File: src/rtl/muldiv_unit.sv
// Radix-2 iterative MULT/MULTU/DIV/DIVU engine producing {HI, LO} behind a start/ready handshake.
// Define MULDIV_FAST_MUL_EN to replace the shift-add multiplier with a single-cycle registered product.
module muldiv_unit #(
  parameter int WIDTH = 32
) (
  input  logic               clk,
  input  logic               rst,
  input  logic               start_i,
  input  logic [1:0]         op_i,
  input  logic [WIDTH-1:0]   opa_i,
  input  logic [WIDTH-1:0]   opb_i,
  input  logic               annul_i,
  output logic               busy_o,
  output logic               ready_o,
  output logic [2*WIDTH-1:0] result_o,
  output logic               div_zero_o
);

  localparam int CNT_W = $clog2(WIDTH + 1);

  typedef enum logic [2:0] {
    S_IDLE = 3'd0,
    S_MUL  = 3'd1,
    S_DIV  = 3'd2,
    S_DONE = 3'd3
`ifdef MULDIV_FAST_MUL_EN
    , S_FMUL = 3'd4
`endif
  } state_t;

  state_t             state_q, state_d;
  logic [1:0]         op_q, op_d;
  logic               sa_q, sa_d, sb_q, sb_d;
  logic [WIDTH-1:0]   a_q, a_d;       // |multiplicand| or |divisor|
  logic [WIDTH-1:0]   hi_q, hi_d;     // product high half or partial remainder
  logic [WIDTH-1:0]   lo_q, lo_d;     // multiplier/product low half or dividend/quotient
  logic [CNT_W-1:0]   cnt_q, cnt_d;
  logic [2*WIDTH-1:0] result_q, result_d;
  logic               dz_q, dz_d;

  logic               signed_in;
  logic [WIDTH-1:0]   abs_a, abs_b;
  logic               last_step;
  logic               neg_res, neg_rem;
  logic [WIDTH:0]     div_trial, div_diff;
  logic               div_qbit;
  logic [WIDTH-1:0]   div_rem, div_quo;
  logic [2*WIDTH-1:0] mul_prod;
  logic [2*WIDTH-1:0] result_fixed;

  assign signed_in = ~op_i[0];
  assign abs_a     = (signed_in && opa_i[WIDTH-1]) ? -opa_i : opa_i;
  assign abs_b     = (signed_in && opb_i[WIDTH-1]) ? -opb_i : opb_i;
  assign last_step = (cnt_q == CNT_W'(WIDTH - 1));

  // Restoring step: the W+1-bit difference sign says whether the divisor fits.
  assign div_trial = {hi_q, lo_q[WIDTH-1]};
  assign div_diff  = div_trial - {1'b0, a_q};
  assign div_qbit  = ~div_diff[WIDTH];
  assign div_rem   = div_qbit ? div_diff[WIDTH-1:0] : div_trial[WIDTH-1:0];
  assign div_quo   = {lo_q[WIDTH-2:0], div_qbit};

`ifdef MULDIV_FAST_MUL_EN
  assign mul_prod = {{WIDTH{1'b0}}, a_q} * {{WIDTH{1'b0}}, lo_q};
`else
  logic [WIDTH:0] mul_sum;
  assign mul_sum  = {1'b0, hi_q} + (lo_q[0] ? {1'b0, a_q} : {(WIDTH+1){1'b0}});
  assign mul_prod = {mul_sum, lo_q[WIDTH-1:1]};
`endif

  assign neg_res = ~op_q[0] & (sa_q ^ sb_q);
  assign neg_rem = ~op_q[0] & sa_q;
  assign result_fixed = op_q[1]
    ? {(neg_rem ? -div_rem : div_rem), (neg_res ? -div_quo : div_quo)}
    : (neg_res ? -mul_prod : mul_prod);

  always_ff @(posedge clk) begin
    if (rst) begin
      state_q <= S_IDLE;
    end else begin
      state_q <= state_d;
    end
  end

  always_comb begin
    state_d = state_q;
    case (state_q)
      S_IDLE: begin
        if (start_i && !annul_i) begin
          if (op_i[1]) begin
            state_d = (opb_i == '0) ? S_DONE : S_DIV;
          end else begin
`ifdef MULDIV_FAST_MUL_EN
            state_d = S_FMUL;
`else
            state_d = S_MUL;
`endif
          end
        end
      end
`ifdef MULDIV_FAST_MUL_EN
      S_FMUL:  state_d = annul_i ? S_IDLE : S_DONE;
`else
      S_MUL:   state_d = annul_i ? S_IDLE : (last_step ? S_DONE : S_MUL);
`endif
      S_DIV:   state_d = annul_i ? S_IDLE : (last_step ? S_DONE : S_DIV);
      S_DONE:  state_d = S_IDLE;
      default: state_d = S_IDLE;
    endcase
  end

  always_comb begin
    busy_o     = 1'b0;
    ready_o    = 1'b0;
    result_o   = result_q;
    div_zero_o = dz_q;
    case (state_q)
`ifdef MULDIV_FAST_MUL_EN
      S_FMUL:  busy_o = 1'b1;
`else
      S_MUL:   busy_o = 1'b1;
`endif
      S_DIV:   busy_o = 1'b1;
      S_DONE:  ready_o = 1'b1;
      default: ;
    endcase
  end

  always_comb begin
    op_d     = op_q;
    sa_d     = sa_q;
    sb_d     = sb_q;
    a_d      = a_q;
    hi_d     = hi_q;
    lo_d     = lo_q;
    cnt_d    = cnt_q;
    result_d = result_q;
    dz_d     = dz_q;
    case (state_q)
      S_IDLE: begin
        if (start_i && !annul_i) begin
          op_d  = op_i;
          sa_d  = opa_i[WIDTH-1];
          sb_d  = opb_i[WIDTH-1];
          cnt_d = '0;
          hi_d  = '0;
          if (op_i[1]) begin
            lo_d = abs_a;
            a_d  = abs_b;
            if (opb_i == '0) begin
              result_d = {opa_i, {WIDTH{1'b1}}};
              dz_d     = 1'b1;
            end
          end else begin
            lo_d = abs_b;
            a_d  = abs_a;
          end
        end
      end
`ifdef MULDIV_FAST_MUL_EN
      S_FMUL: begin
        if (!annul_i) begin
          result_d = result_fixed;
          dz_d     = 1'b0;
        end
      end
`else
      S_MUL: begin
        if (!annul_i) begin
          hi_d  = mul_sum[WIDTH:1];
          lo_d  = {mul_sum[0], lo_q[WIDTH-1:1]};
          cnt_d = cnt_q + CNT_W'(1);
          if (last_step) begin
            result_d = result_fixed;
            dz_d     = 1'b0;
          end
        end
      end
`endif
      S_DIV: begin
        if (!annul_i) begin
          hi_d  = div_rem;
          lo_d  = div_quo;
          cnt_d = cnt_q + CNT_W'(1);
          if (last_step) begin
            result_d = result_fixed;
            dz_d     = 1'b0;
          end
        end
      end
      default: ;
    endcase
  end

  always_ff @(posedge clk) begin
    if (rst) begin
      op_q     <= '0;
      sa_q     <= 1'b0;
      sb_q     <= 1'b0;
      a_q      <= '0;
      hi_q     <= '0;
      lo_q     <= '0;
      cnt_q    <= '0;
      result_q <= '0;
      dz_q     <= 1'b0;
    end else begin
      op_q     <= op_d;
      sa_q     <= sa_d;
      sb_q     <= sb_d;
      a_q      <= a_d;
      hi_q     <= hi_d;
      lo_q     <= lo_d;
      cnt_q    <= cnt_d;
      result_q <= result_d;
      dz_q     <= dz_d;
    end
  end

endmodule

File: config.mk
export PLATFORM = sky130hd
export DESIGN_NAME = muldiv_unit
export DESIGN_NICKNAME = d
export VERILOG_FILES = /design/src/rtl/muldiv_unit.sv
export SDC_FILE = /design/constraint.sdc
export NUM_CORES = 1
export LEC_CHECK = 0
export BUFFER_PORTS_ARGS = -buffer_cell sky130_fd_sc_hd__buf_2
export CORE_ASPECT_RATIO = 1.5
export CORE_UTILIZATION = 29
export DETAILED_ROUTE_END_ITERATION = 6
export GPL_TIMING_DRIVEN = 0
export PLACE_DENSITY = 0.51
export SYNTH_ARGS = -nofsm -noshare
export SYNTH_HDL_FRONTEND = slang
export SYNTH_SLANG_ARGS = --single-unit
File: constraint.sdc
create_clock -name clk -period 7 [get_ports clk]
set_input_delay 1.4 -clock clk [delete_from_list [all_inputs] [get_ports clk]]
set_output_delay 1.4 -clock clk [all_outputs]
set_load 0.01 [all_outputs]
Word-level counts from Yosys, hierarchy flattened
Index checks and enable logic that the tools add are counted.

Mux-type cells: 43. Add/sub/neg operators: 8. Bitwise operators: 6. Reduce and logical (&&, ||, !) cells: 13. Equality and inequality tests: 11.

Operator list (number): 32-bit two-way mux (14); 64-bit two-way mux (7); 32-bit one-hot mux with 3 select lines (2); 32-bit negation (4); 64-bit one-hot mux with 2 select lines (1); 64-bit negation (1); 32-bit by 32-bit adder with 33-bit output (1); 33-bit by 32-bit subtractor with 33-bit output (1); 32-bit zero test (1); 6-bit two-way mux (2); 2-bit inequality test, second input constant (6); 6-bit one-hot mux with 2 select lines (1); 1-bit two-way mux (9); 3-bit one-hot mux with 3 select lines (1); 2-bit two-way mux (4); 6-bit by 1-bit adder with 6-bit output, second input constant (1); 3-bit by 2-bit == test with 1-bit output, second input constant (2); 6-bit by 5-bit == test with 1-bit output, second input constant (1); 6-bit AND reduction (1); 4-bit AND reduction (1); 3-bit by 1-bit == test with 1-bit output, second input constant (1); 1-bit logical AND (3); 3-bit zero test (1); 3-bit two-way mux (1); 11 further kinds (14).

Word-level logic and storage cells: 91. Bits of input ports: 70. Register bits: 174. Output and inout port bits: 67.

Longest topological paths before layout
Gate-level depths: netlist of the first run.

Depth after elaboration: 8. Mapped depth: 24. Mapped depth without buffers: 21.

Worst setup path before layout of the first run
Ideal clock, no wire load.

Path kind: register -> register. From: reg lo_q[31]. To: reg result_q[56], in the netlist result_o[56]. Cell stages (with the launch flop): 25. Arrival: 4.472 ns. Slack: 2.406 ns. Setup time: 0.122 ns. Data required time: 6.878 ns. Period minus slack after synthesis: 4.594 ns. Cell sequence: dfxtp_1 -> inv_1 -> ha_1 -> inv_1 -> fa_1 -> a211oi_2 -> o31ai_4 -> o211ai_2 -> a21bo_1 -> a211oi_4 -> inv_2 -> buf_2 -> buf_1 -> clkbuf_1 -> nor2_1 -> a21oi_1 -> ha_1 -> nand3b_1 -> nor3_1 -> a41oi_1 -> nor4_4 -> o21ai_2 -> o21ai_2 -> xnor2_1 -> a221o_1.

Word-level cells in the longest chain between the ends: 8. Elaborated cells on any way between the ends: 10. Those cells by class: add/sub: 3; mux: 7.

RTL lines: start, declared (RTL line 36) `logic [WIDTH-1:0] lo_q, lo_d;`; start signal, assigned (RTL line 212) `lo_q <= lo_d;`; 33-bit by 32-bit subtractor with 33-bit output (RTL line 58) `assign div_diff = div_trial - {1'b0, a_q};`; 32-bit two-way mux (RTL line 60) `assign div_rem = div_qbit ? div_diff[WIDTH-1:0] : div_trial[WIDTH-1:0];`; 32-bit negation (RTL line 74) `? {(neg_rem ? -div_rem : div_rem), (neg_res ? -div_quo : div_quo)}`; 32-bit two-way mux (RTL line 74); 64-bit two-way mux * (RTL line 74); 64-bit two-way mux * (RTL line 173, 185); 64-bit two-way mux * (RTL line 169) `if (!annul_i) begin`; 64-bit one-hot mux with 2 select lines * (RTL line 139) `case (state_q)`; end signal, assigned (RTL line 214) `result_q <= result_d;`; end, declared (RTL line 38) `logic [2*WIDTH-1:0] result_q, result_d;`.

Every way passes the cells marked *; elsewhere a longest branch is shown, timed or not. The select of a mux whose other input is x is not followed. A chain may end at the register's enable or synchronous reset.

Final worst setup path of the first run
From: reg lo_q[31]. To: reg result_q[42], in the netlist result_o[42].

Same word-level chain as after synthesis.

==> results of run 1 <==
[power by group]
| group | leakage, nW | total [mW] | internal [mW] | switching, mW |
|---|---|---|---|---|
| Sequential | 1.41 | 1.15 | 1.08 | 0.0694 |
| Clock | 0.294 | 1.05 | 0.570 | 0.480 |
| Combinational | 6.07 | 2.07 | 0.614 | 1.46 |
| Total | 7.77 | 4.27 | 2.26 | 2.01 |
[cell type report]
cell class | instances | share of cell area (%)
diodes | 5 | 0.0633
clock inverters | 14 | 0.950
inverters | 83 | 1.58
repair buffers | 135 | 3.42
well taps | 777 | 4.92
multi-input cells | 2049 | 65.3
clock buffers | 18 | 2.17
plain buffers | 198 | 4.05
flip-flops and latches | 173 | 17.5
[synth_stat cells (all sizes together) (16+ instances only)]
cell,number
a211oi,70
a21o,28
a21oi,203
a22o,20
a22oi,56
a31oi,30
and2,16
and3,28
buf,53
clkbuf,145
dfxtp,173
ha,74
inv,82
mux2i,28
nand2,260
nand2b,17
nand3,26
nand4,16
nor2,365
nor3,121
nor4,24
o211ai,53
o21ai,134
o22ai,22
o31ai,20
xnor2,118
xor2,105
[through the flow]
step | instances | total power, mW
2_1_floorplan | 2503 | 2.41
3_3_place_gp | 3415 | 3.17
3_5_place_dp | 3415 | 3.18
4_1_cts | 3447 | 4.23
5_1_grt | 3447 | 4.44
6_report | 3452 | 4.27
[worst paths after layout]
check,start,endpoint
max,lo_q[31]$_SDFFE_PP0P_,result_o[42]$_SDFFE_PP0P_
max reg2reg,lo_q[31]$_SDFFE_PP0P_,result_o[42]$_SDFFE_PP0P_
min,a_q[18]$_SDFFE_PP0P_,a_q[18]$_SDFFE_PP0P_
min reg2reg,a_q[18]$_SDFFE_PP0P_,a_q[18]$_SDFFE_PP0P_
[cells by family (layout without fill, tap and decap cells)]
group,after synthesis,count (layout),share of synthesized area (%)
other,0,5,0
muxes,38,38,2.31
and+or+nand+nor,948,948,25.3
xor gates and xnor gates,223,223,11.2
buffers and inverters,281,448,6.36
DFF,173,173,19.8
AOI/OAI and AO/OA,764,764,29.5
adders and majority gates,76,76,5.52
[registers in the layout (all words and copies together) (netlist names)]
register	count
sb_q	1
op_q	2
a_q	32
hi_q	32
lo_q	32
div_zero_o	1
sa_q	1
cnt_q	6
state_q	2
result_o	64
[worst max-delay path: stages, from the launching register on]
cell and delay [ns]:
dfxtp_1 0.62, inv_1 0.17, ha_1 0.26, inv_1 0.10, fa_1 0.23, a211oi_2 0.11
o31ai_4 0.44, o211ai_2 0.21, a21bo_1 0.25, a211oi_4 0.67, inv_2 0.17, buf_2 0.28
buf_1 0.36, clkbuf_1 0.43, nor2_1 0.20, a21oi_1 0.10, ha_1 0.32, and2_1 0.20
a31oi_1 0.32, nand2_1 0.11, xor2_1 0.17, o21ai_0 0.60, a211o_1 0.23, a21oi_1 0.06
[layer usage]
layer | global-route usage [%] | share of wire [%]
met1 | 32.3 | 37
met2 | 50.9 | 47
met3 | 4.44 | 6.0
met4 | 27.6 | 10
met5 | 0 | 0.031
==> implementation parameters, run 1 <==
Parameter                              Value

GRT
  Number of global-route vias before repair ... between 15000 and 20000
  Wire length of the first global-routing pass ... 134 mm
  Maximum number of pins on one net before global-route repair ... 17
  Initial antenna violation count ... 7
  All-Layer GR Usage ... 30.0%
  GR Overflow Total ... 0

Outcome
  Result of the run ... finished, final reports clean

Floorplanning
  Cell row count ... 109
  Total Die Area ... slightly above 60000 um^2
  Area of the core region ... 59300 um^2
  Y dimension of the die ... 303 um
  Io pins ... ~140
  Width of the chip ... 202 um
  Starting Density ... 29.5%

Synth
  Post-synthesis net count ... around 2600
  Post-synth top area cell ... dfxtp_1
  Gate count after technology mapping ... 2503
  Area share of the largest cell type after synthesis ... 19.8%
  Netlist area before placement ... ~17000 um^2
  Share of async-settable or async-resettable flops after synthesis ... 0%
  Mean cell area of the mapped netlist ... 6.99 um^2
  Yosys cell types ... slightly above 100
  Top_reg_cell synth ... dfxtp_1
  Synth area leaders ... dfxtp_1 (20%), nor2_1 (7.8%), xnor2_1 (5.9%)
  Synthesis-stage register bit count ... 173
  Yosys warnings ... 0
  Share of synthesized area occupied by flip-flops and latches ... 19.8%
  Count of flip-flops with a built-in enable after synthesis ... 0

Placed design
  Placement Cell Area ... 19100 um^2
  Total of buffers placed on input and output ports ... 135
  DP Worst Slack ... 0.442 ns
  HPWL after detailed placement ... approximately 78 mm
  Routability congestion estimate ... 1.03

Pwr
  PwrDens ... 216 nW/um^2
  Worst voltage drop across the vdd grid ... 0.191 mV
  Standby leakage power ... 7.77 nW

STA
  Final hold violation count ... 0
  Worst slew slack as a fraction of its limit ... ~4.4%
  Actual slew at the worst max-slew pin ... 1.42 ns
  Aggregate negative setup slack ... 0 ns
  Unrepaired setup endpoints after global routing ... no
  Post-route minimum period ... 6.79 ns
  Finish-stage setup viols ... 0
  Worst slack on hold paths ... 0.455 ns
  Smallest setup slack after layout ... about 0.21 ns
  Maximum operating frequency ... around 0.15 GHz
  Max-slew violation count ... 0
  Final period utilization ... 97.0%
  Worst clock skew ... 0.0124 ns

Worst hold path
  Worst min path class ... reg -> reg
  Number of stages on the worst hold path ... 2

Drt
  Initial DRC Count ... 1866
  Antenna viol nets, final ... 0
  Number of detailed-routing iterations run before antenna repair ... 7
  Vias ... 20365
  Vias per inst ... 5.90
  Total Wirelength ... 94.1 mm
  Detail-routed net length per standard cell ... 27.3 um
  Detailed-route DRC error count ... 0

Cells and area
  Non-Filler Cell Area, Final ... 19800 um^2
  Proportion of layout cells with a drive suffix above 1 ... 9.96%
  Number of fill cells in the layout ... 6507
  Area of combinational cells with multiple inputs ... about 13000 um^2
  Synthesis-to-layout area growth ... 13.0%
  Most common library cell in the layout ignoring fill and taps ... nor2_1
  Highest-count cells in the layout ignoring fill and taps ... nor2_1 (364), nand2_1 (260), a21oi_1 (203), dfxtp_1 (173), buf_2 (165)
  Sequential cell area ... between 3000 and 4000 um^2
  Final core occ ... between 30% and 40%
  Number of nets at the end of the flow ... 2803

Clock network
  Clock tree buffer depth ... 2
  Clk root buf ... clkbuf_16
  CTS tree ... done
  Clock buffer count from CTS ... 17
  Cts repair resizes ... 0
  Worst-skew pair later-pin latency ... 0.47 ns
  Clk slew on worst S/H paths ... 0.08 ns
  Clock sink count ... between 150 and 200
  Number of buffers inserted to repair setup after CTS ... 0
  Hold Buf Count CTS ... 0
  Number of H-tree levels ... 4

Critical path
  Worst setup EP type ... flip-flop
  Logic depth of the worst register-to-register path ... 23
  WP data arrival ... just over 7 ns
  Required time at the endpoint of the critical path ... 7.32 ns
  Startpoint kind of the worst setup timing path ... flip-flop
  Class of the most critical setup path ... reg -> reg
  Worst setup slack for register-to-register paths ... ~0.21 ns
  Biggest fanout along the worst timing path ... 10

Job
  Count of max-cap constraint violations ... 0
No activity file was read; power rests on OpenSTA's default activity.
==> run 2, diff against run 1 <==
--- a/config.mk
+++ b/config.mk
@@ -5,6 +5,7 @@
 export SDC_FILE = /design/constraint.sdc
 export NUM_CORES = 1
 export LEC_CHECK = 0
+export ABC_AREA = 1
 export BUFFER_PORTS_ARGS = -buffer_cell sky130_fd_sc_hd__buf_2
 export CORE_ASPECT_RATIO = 1.5
 export CORE_UTILIZATION = 29
==> run 2 against run 1 <==
- hold slack improved by 0.012 ns
- clock-buffer cell count rose by 1
- area after synthesis rose by 9.7%
- combinational power rose by 55%
- worst setup slack improved by 0.82 ns
- routed wire length rose by 24%
- synthesized cell count rose by 37%
- via count rose by 20%
- utilization fell by 0.33 points
- clock skew rose by 0.011 ns
- highest routed layer unchanged
- first-iteration DRC count rose by 9.8%
==> implementation parameters, run 2 <==
Parameter                              Value

Outcome
  Result of the run ... finished, final reports clean

Floorplanning
  Cell row count ... 115
  Starting Density ... just under 30%
  Io pins ... 137
  Area of the core region ... 65500 um^2
  Total Die Area ... ~67000 um^2
  Width of the chip ... around 210 um
  Y dimension of the die ... around 320 um

Clock network
  Hold Buf Count CTS ... 0
  Clock buffer count from CTS ... 17
  Number of buffers inserted to repair setup after CTS ... 0
  Cts repair resizes ... 0
  Number of H-tree levels ... 4
  CTS tree ... done
  Clk slew on worst S/H paths ... roughly 0.080 ns
  Clock sink count ... around 170
  Clk root buf ... clkbuf_16
  Worst-skew pair later-pin latency ... about 0.5 ns
  Clock tree buffer depth ... 2

GRT
  Maximum number of pins on one net before global-route repair ... 17
  All-Layer GR Usage ... 34.6%
  Number of global-route vias before repair ... 23610
  Initial antenna violation count ... 6
  Wire length of the first global-routing pass ... between 150 and 200 mm
  GR Overflow Total ... 0

Critical path
  WP data arrival ... 6.31 ns
  Worst setup slack for register-to-register paths ... around 1.0 ns
  Class of the most critical setup path ... reg -> reg
  Startpoint kind of the worst setup timing path ... flip-flop
  Start point of the critical path ... lo_q[0]$_SDFFE_PP0P_
  Logic depth of the worst register-to-register path ... 20
  Biggest fanout along the worst timing path ... 10
  Worst setup EP type ... flip-flop
  Required time at the endpoint of the critical path ... 7.34 ns
  R2r startpoint ... lo_q[0]$_SDFFE_PP0P_
  Reg-to-reg endpoint ... result_o[46]$_SDFFE_PP0P_

Synth
  Synth area leaders ... nand2_1 (20%), dfxtp_1 (18%), inv_1 (8.5%)
  Yosys cell types ... 62
  Mean cell area of the mapped netlist ... 5.60 um^2
  Post-synthesis net count ... 3569
  Yosys warnings ... 0
  Most numerous cell types in the synthesized netlist ... nand2_1 (1045), inv_1 (435), nor2_1 (317)
  Netlist area before placement ... around 19000 um^2
  Count of flip-flops with a built-in enable after synthesis ... 0
  Post-synth top area cell ... nand2_1
  Area share of the largest cell type after synthesis ... about a fifth
  Synthesis-stage register bit count ... 173
  Top_reg_cell synth ... dfxtp_1
  Gate count after technology mapping ... 3423
  Share of async-settable or async-resettable flops after synthesis ... 0%
  Most frequently used cell type in the post-synthesis netlist ... nand2_1
  Share of synthesized area occupied by flip-flops and latches ... 18.1%

STA
  Smallest setup slack after layout ... 1.03 ns
  Worst clock skew ... 0.0237 ns
  Post-route minimum period ... between 5 and 6 ns
  Finish-stage setup viols ... 0
  Final period utilization ... roughly 85%
  Maximum operating frequency ... 0.168 GHz
  Max-slew violation count ... 0
  Unrepaired setup endpoints after global routing ... no
  Actual slew at the worst max-slew pin ... 1.46 ns
  Worst slew slack as a fraction of its limit ... around 2.7%
  Worst slack on hold paths ... between 0.4 and 0.5 ns
  Aggregate negative setup slack ... 0 ns
  Final hold violation count ... 0

Worst hold path
  Min-Delay Startpoint ... result_o[38]$_SDFFE_PP0P_
  Endpoint of the worst hold-timing path ... result_o[38]$_SDFFE_PP0P_
  Worst min path class ... reg -> reg
  Number of stages on the worst hold path ... 2

Cells and area
  Proportion of layout cells with a drive suffix above 1 ... 7.97%
  Number of flip-flops in the largest register ... 64
  Final core occ ... 33.0%
  Final standard cell count with taps included and fillers excluded ... between 4000 and 5000
  Most common library cell in the layout ignoring fill and taps ... nand2_1
  Number of nets at the end of the flow ... roughly 3700
  Non-Filler Cell Area, Final ... 21600 um^2
  Synthesis-to-layout area growth ... 12.6%
  Highest-count cells in the layout ignoring fill and taps ... nand2_1 (1045), inv_1 (435), nor2_1 (317), a21oi_1 (265), nand3_1 (236)

Job
  Count of max-cap constraint violations ... 0

Drt
  Total Wirelength ... 117 mm
  Detail-routed net length per standard cell ... 26.1 um
  Antenna viol nets, final ... 0
  Detailed-route DRC error count ... 0
  Initial DRC Count ... 2049
  Vias ... between 20000 and 25000
  Vias per inst ... 5.44
  Number of detailed-routing iterations run before antenna repair ... 6

Placed design
  Routability congestion estimate ... 1.03
  DP Worst Slack ... 1.60 ns
  HPWL after detailed placement ... approximately 97 mm
  Total of buffers placed on input and output ports ... around 140
  Placed Cells incl. Taps ... 4435
  Placement Cell Area ... 21000 um^2

Pwr
  Portion of total power attributed to combinational logic ... between 50% and 60%
  Total power consumption of the routed design ... approximately 5.5 mW
  Switching power summed over all nets ... 3.01 mW
  Clk network pwr share ... 19.8%
  Proportion of power drawn by flip-flops and latches ... roughly 22%
  PwrDens ... 256 nW/um^2
  Standby leakage power ... 10.6 nW
  Sw frac ... about 54%
  Total internal power ... ~2.5 mW
  Worst voltage drop across the vdd grid ... 0.203 mV
## run 2: power by group through the flow
stage / Combinational [mW] / Clock [mW] / Sequential, mW
2_1_floorplan: 1.95 / 0 / 1.21
3_3_place_gp: 3.08 / 0 / 1.25
3_5_place_dp: 3.07 / 0 / 1.25
4_1_cts: 3.09 / 1.10 / 1.23
5_1_grt: 3.42 / 1.13 / 1.24
6_report: 3.20 / 1.10 / 1.24
## run 2: worst max-delay path, stage by stage (launching register included)
cell,delay (ns)
dfxtp_1,0.31
clkbuf_1,0.51
clkbuf_1,0.53
nand2_1,0.10
inv_1,0.10
ha_1,0.52
fa_1,0.36
nand2_1,0.06
o21ai_0,0.47
xnor2_1,0.33
inv_1,0.15
nor2_1,0.20
nand2_1,0.08
nor3_1,0.43
nand3_1,0.24
nand2_1,0.24
nand2_1,0.09
a31oi_1,0.33
o21ai_1,0.21
o21ai_1,0.41
a21oi_1,0.13
## run 2: final cells by class
class	count	area, um^2
well taps	877	1100
plain buffers	139	592
flip-flops and latches	173	3460
clock buffers	19	443
clock inverters	13	181
repair buffers	135	676
diodes	6	15.0
multi-input cells	2660	13400
fillers	7680	43900
inverters	451	1690
## run 2: layer usage
metal  global-route usage (%)  share of wire, %  wire (um)
met3                     5.61               5.7       6640
met5                        0            0.0094         11
met2                     59.3                47      55400
met4                     36.7                12      14400
met1                     34.4                35      40400
## run 2: cell families (layout without fill, tap and decap cells)
logic type,Yosys count,count (layout),synth area share [%]
AO/OA/AOI/OAI,678,678,20.3
buffers and inverters,590,757,11.9
XOR/XNOR,93,93,4.25
other,0,6,0
flip-flops,173,173,18.1
adder cells (fa/ha/maj),76,76,5.04
AND/OR/NAND/NOR,1813,1813,40.5
## run 2: how the worst max path moves through the flow
| stage | to | cells past startpoint | slack [ns] |
|---|---|---|---|
| after floorplan | lo_q[26]$_SDFFE_PP0P_ | 17 | 3.37 |
| after global placement | result_o[46]$_SDFFE_PP0P_ | 20 | 1.57 |
| after detailed placement | result_o[46]$_SDFFE_PP0P_ | 20 | 1.60 |
| after CTS | result_o[46]$_SDFFE_PP0P_ | 20 | 1.57 |
| after global routing | result_o[46]$_SDFFE_PP0P_ | 22 | 0.85 |
| final | result_o[46]$_SDFFE_PP0P_ | 20 | 1.03 |
